### config.mk
export PLATFORM = sky130hd
export DESIGN_NAME = register_file
export DESIGN_NICKNAME = d
export VERILOG_FILES = /design/src/rtl/register_file.sv
export SDC_FILE = /design/constraint.sdc
export NUM_CORES = 2
export LEC_CHECK = 0
export ABC_AREA = 0
export ABC_CLOCK_PERIOD_IN_PS = 4100
export CELL_PAD_IN_SITES_DETAIL_PLACEMENT = 1
export CELL_PAD_IN_SITES_GLOBAL_PLACEMENT = 1
export CORE_MARGIN = 8
export CORE_UTILIZATION = 53
export CTS_BUF_LIST = sky130_fd_sc_hd__clkbuf_16
export CTS_CLUSTER_SIZE = 14
export DETAILED_ROUTE_END_ITERATION = 8
export GPL_TIMING_DRIVEN = 0
export MAX_ROUTING_LAYER = met4
export PLACE_DENSITY = 0.84
export SLEW_MARGIN = 20
export SYNTH_ARGS = -nofsm -noshare
export SYNTH_HDL_FRONTEND = slang
export SYNTH_SLANG_ARGS = --single-unit
### constraint.sdc
create_clock -name clk -period 4.1 [get_ports clk]
set_clock_uncertainty 0.15 [all_clocks]
set_input_delay 0.82 -clock clk [delete_from_list [all_inputs] [get_ports clk]]
set_output_delay 0.82 -clock clk [all_outputs]
set_load 0.02 [all_outputs]
### src/rtl/register_file.sv
// Architectural register file with per-register rename tags: in-order ROB commits,
// issue-stage renames, flush recovery, and two registered read ports with commit bypass.
module register_file #(
    parameter int REG_NUM   = 32,
    parameter int TAG_WIDTH = 4
) (
    input  logic                 clk,
    input  logic                 rst,
    input  logic                 rdy,
    input  logic                 commit_valid,
    input  logic [4:0]           commit_addr,
    input  logic [31:0]          commit_value,
    input  logic [TAG_WIDTH-1:0] commit_tag,
    input  logic                 issue_valid,
    input  logic [4:0]           issue_rd,
    input  logic [TAG_WIDTH-1:0] issue_tag,
    input  logic                 flush,
    input  logic [4:0]           rs1_addr,
    input  logic [4:0]           rs2_addr,
    output logic [31:0]          rs1_value,
    output logic [31:0]          rs2_value,
    output logic                 rs1_busy,
    output logic                 rs2_busy,
    output logic [TAG_WIDTH-1:0] rs1_tag,
    output logic [TAG_WIDTH-1:0] rs2_tag
);

    typedef struct packed {
        logic [31:0]          value;
        logic                 busy;
        logic [TAG_WIDTH-1:0] tag;
    } read_t;

    logic [31:0]          value_q [REG_NUM];
    logic [REG_NUM-1:0]   busy_q;
    logic [TAG_WIDTH-1:0] tag_q   [REG_NUM];

    logic [REG_NUM-1:0]   commit_hit;
    logic [REG_NUM-1:0]   clear_hit;
    logic [REG_NUM-1:0]   issue_hit;

    read_t                rd1;
    read_t                rd2;

    // Entry 0 is never decoded, so x0 keeps its reset contents forever.
    always_comb begin
        commit_hit = '0;
        clear_hit  = '0;
        issue_hit  = '0;
        for (int i = 1; i < REG_NUM; i++) begin
            commit_hit[i] = commit_valid && (commit_addr == 5'(i));
            clear_hit[i]  = commit_hit[i] && busy_q[i] && (tag_q[i] == commit_tag);
            issue_hit[i]  = issue_valid && !flush && (issue_rd == 5'(i));
        end
    end

    // Read view: after the same-cycle commit, before the same-cycle issue.
    function automatic read_t read_port(input logic [4:0] addr);
        read_t r;
        r = '0;
        if (addr != 5'd0) begin
            r.value = commit_hit[addr] ? commit_value : value_q[addr];
            r.busy  = busy_q[addr] && !clear_hit[addr] && !flush;
            r.tag   = r.busy ? tag_q[addr] : '0;
        end
        return r;
    endfunction

    always_comb begin
        rd1 = read_port(rs1_addr);
        rd2 = read_port(rs2_addr);
    end

    always_ff @(posedge clk) begin
        if (rst) begin
            for (int i = 0; i < REG_NUM; i++) begin
                value_q[i] <= '0;
                tag_q[i]   <= '0;
            end
            busy_q    <= '0;
            rs1_value <= '0;
            rs2_value <= '0;
            rs1_busy  <= 1'b0;
            rs2_busy  <= 1'b0;
            rs1_tag   <= '0;
            rs2_tag   <= '0;
        end else if (rdy) begin
            for (int i = 1; i < REG_NUM; i++) begin
                if (commit_hit[i]) begin
                    value_q[i] <= commit_value;
                end
                // A newer rename always beats the clear of an older one.
                if (flush) begin
                    busy_q[i] <= 1'b0;
                    tag_q[i]  <= '0;
                end else if (issue_hit[i]) begin
                    busy_q[i] <= 1'b1;
                    tag_q[i]  <= issue_tag;
                end else if (clear_hit[i]) begin
                    busy_q[i] <= 1'b0;
                end
            end
            rs1_value <= rd1.value;
            rs1_busy  <= rd1.busy;
            rs1_tag   <= rd1.tag;
            rs2_value <= rd2.value;
            rs2_busy  <= rd2.busy;
            rs2_tag   <= rd2.tag;
        end
    end

endmodule

==> metrics.md <==
| Metric | Value |
|---|---|
| Max-cap violations | `0` |
| Ys Warns | `0` |
| Number of global-route vias before repair | `48,850` |
| Worst Max-Slew Pin Slew | `1376 ps` |
| Tot Pwr | `31.62 mW` |
| Placed Instance Area | `0.06716 sq mm` |
| Final hold violation count | `0` |
| Synth cell types | `89` |
| Row Count | `126` |
| Hold path startpoint | `rs2_value[26]` |
| Post-route minimum period | `4406 ps` |
| Crit end category | `flip-flop` |
| CP Max Fanout | `11` |
| Max Clk Rate | `227.0 MHz` |
| Top-count cell post-synth | `edfxtp_1` |
| CP required | `4660 ps` |
| Die W | `361.3 microns` |
| Mean Syn Cell Area | `14.68 sq um` |
| Clock Pin Slew Worst Setup and Hold Paths | `60 ps` |
| Number of port buffers | `125` |
| DRT iter0 DRCs | `9,154` |
| Core footprint | `0.1181 sq mm` |
| DRC errors left | `0` |
| Layout cells sized above 1 | `24.64%` |
| First-pass GRT wire length | `373,100 microns` |
| Largest net degree at the start of global routing | `33` |
| Routed wire per std cell | `43.21 microns` |
| FF+latch count, synth | `1,221` |
| Period utilization | `107.5%` |
| # setup viols final | `169` |
| Routed vias | `48,500` |
| Setup ws final | `-306.1 ps` |
| Nets | `4,660` |
| Net Count, Synth | `4,370` |
| Failing checks | `setup timing` |
| Max transition margin | `8.293%` |
| Initial antenna violation count | `28` |
| Routed Wire Length | `271,100 microns` |
| Main synth FF type | `edfxtp_1` |
| Status | `finished with violations` |
| Vias/cell | `7.728` |
| Top cells by count, synth | `1,116 x edfxtp_1, 671 x nor2_1, 613 x mux4_2` |
| Post-route ant nets | `0` |
| GRT Total Usage | `41.72%` |
| Total gr overflow | `0` |
| Final hold slack | `294.5 ps` |
| Peak VDD IR | `0.4470 mV` |
| GP Congestion | `1.035` |
| Root Driver | `clkbuf_16` |
| Initial Util | `53.51%` |
| Fillers | `10,840` |
| First element of the critical path | `rs2_addr[4]` |
| Ranking of synthesized cells by area | `edfxtp_1 53%, mux4_2 22%, nor2_1 4.0%` |
| WP data arrival | `4960 ps` |
| H-tree levels | `4` |
| Leading area contributor after synthesis | `edfxtp_1` |
| Pwr Density | `441.8 mW/mm^2` |
| HP Class | `flip-flop to flip-flop` |
| CTS Buf Count | `134` |
| R2R Setup Slk | `1020 ps` |
| Max Buffers Root-to-Sink | `3` |
| Final Max Slew Viols | `0` |
| I/O pins | `140` |
| Clock tree sinks | `1,221` |
| Hold buffers post-CTS | `0` |
| Synth-to-Final Area Change | `13.25%` |
| Mapped cell area | `0.06318 sq mm` |
| Worst Path Class, Setup | `input pin to flip-flop` |
| Sequential share of the synthesized area | `56.37%` |
| R2r startpoint | `tag_q[13][3]` |
| DP Wirelength | `189,400 microns` |
| Synth top area share | `53.04%` |
| Post-layout instance area | `0.07155 sq mm` |
| FFs w/ async S/R, synth | `0%` |
| EDFF count, synth | `1,116` |
| Die Ht | `361.3 microns` |
| Drt pass-1 iters | `8` |
| Clock Latency Late Sink | `790 ps` |
| Die area | `0.1305 sq mm` |
| Leakage power | `23.70 nW` |
| Mapped Cells | `4,304` |
| Startpoint Class | `input pin` |
| CTS tree | `built` |
[cell type report]
class | instances | area (sq um) | share of cell area [%]
Clock inverter | 110 | 729.5 | 1.019
Timing Repair Buffer | 154 | 1923 | 2.688
Sequential cell | 1221 | 35610 | 49.77
Multi-Input combinational cell | 2608 | 25610 | 35.80
Inverter | 42 | 157.7 | 0.2203
Buffer | 433 | 2103 | 2.939
Antenna cell | 35 | 87.58 | 0.1224
Clock buffer | 136 | 3403 | 4.756
Tap cell | 1536 | 1922 | 2.686
[metal layers]
metal  up-vias  GRT usage, %  part of all wire, %
met3      1169         16.20                   16
met2      5294         60.15                   44
met5         -             -                    0
li1      17520             -                    -
met1     24510         50.79                   33
met4         0         22.69                  6.6
[path summary, 6_finish.rpt]
kind	depth (start not counted)	to
max	6	rs2_value[6]
min reg2reg	2	rs2_value[26]
min	2	rs2_value[26]
max reg2reg	7	rs2_tag[2]
[through the flow]
stage | setup TNS, ps | worst slack (ps) | util (%) | std cells
2_1_floorplan | 0 | 493.9 | - | 4304
3_3_place_gp | -1675430 | -3159 | 56.19 | 5965
3_5_place_dp | -556010 | -1287 | 56.88 | 5992
4_1_cts | 0 | 12.66 | 60.44 | 6238
5_1_grt | -29.23 | -29.23 | 60.58 | 6267
6_report | -18600 | -306.1 | 60.60 | 6275
[critical path, stage by stage]
cell and delay (ps):
clkbuf_1 490, buf_1 920, clkbuf_1 1080, clkbuf_1 990, a211oi_1 370, o21ai_1 250
[flip-flops by register name, summed over array words and instances, names as in the netlist]
signal,cells
rs1_value,32
rs1_busy,1
value_q,992
rs1_tag,4
rs2_busy,1
rs2_value,32
tag_q,124
rs2_tag,4
busy_q,31
[what timing repair did]
action,in CTS,in global routing
endpoints found under the setup margin,127,107
pin swaps,0,1
buffers inserted,0,2
gates resized for setup,23,46
[cell usage in the layout, fill, tap and decap left out, types with 97 or more instances in the layout]
cell type and count:
clkbuf_1 229, edfxtp_1 1116, clkdlybuf4s50_1 125, dfxtp_1 105, o21ai_0 97, and2_1 128, mux4_2 613, nand2_1 179
nor2_1 669, clkbuf_16 136
[report_power, final]
part	internal [mW]	switching (mW)	total, mW
clock	6.33	5.47	11.8
sequential	14.5	0.605	15.1
combinational	1.86	2.88	4.75
total	22.7	8.95	31.6
[kinds of logic after synthesis]
kind of cell	Yosys count	synth area share (%)
multiplexers	709	23.52
buffers and inverters	475	3.446
XOR/XNOR	131	1.816
AO/OA/AOI/OAI	428	4.933
AND/OR/NAND/NOR	1340	9.915
flip-flops	1221	56.37
(Power assumes the default switching activity.)
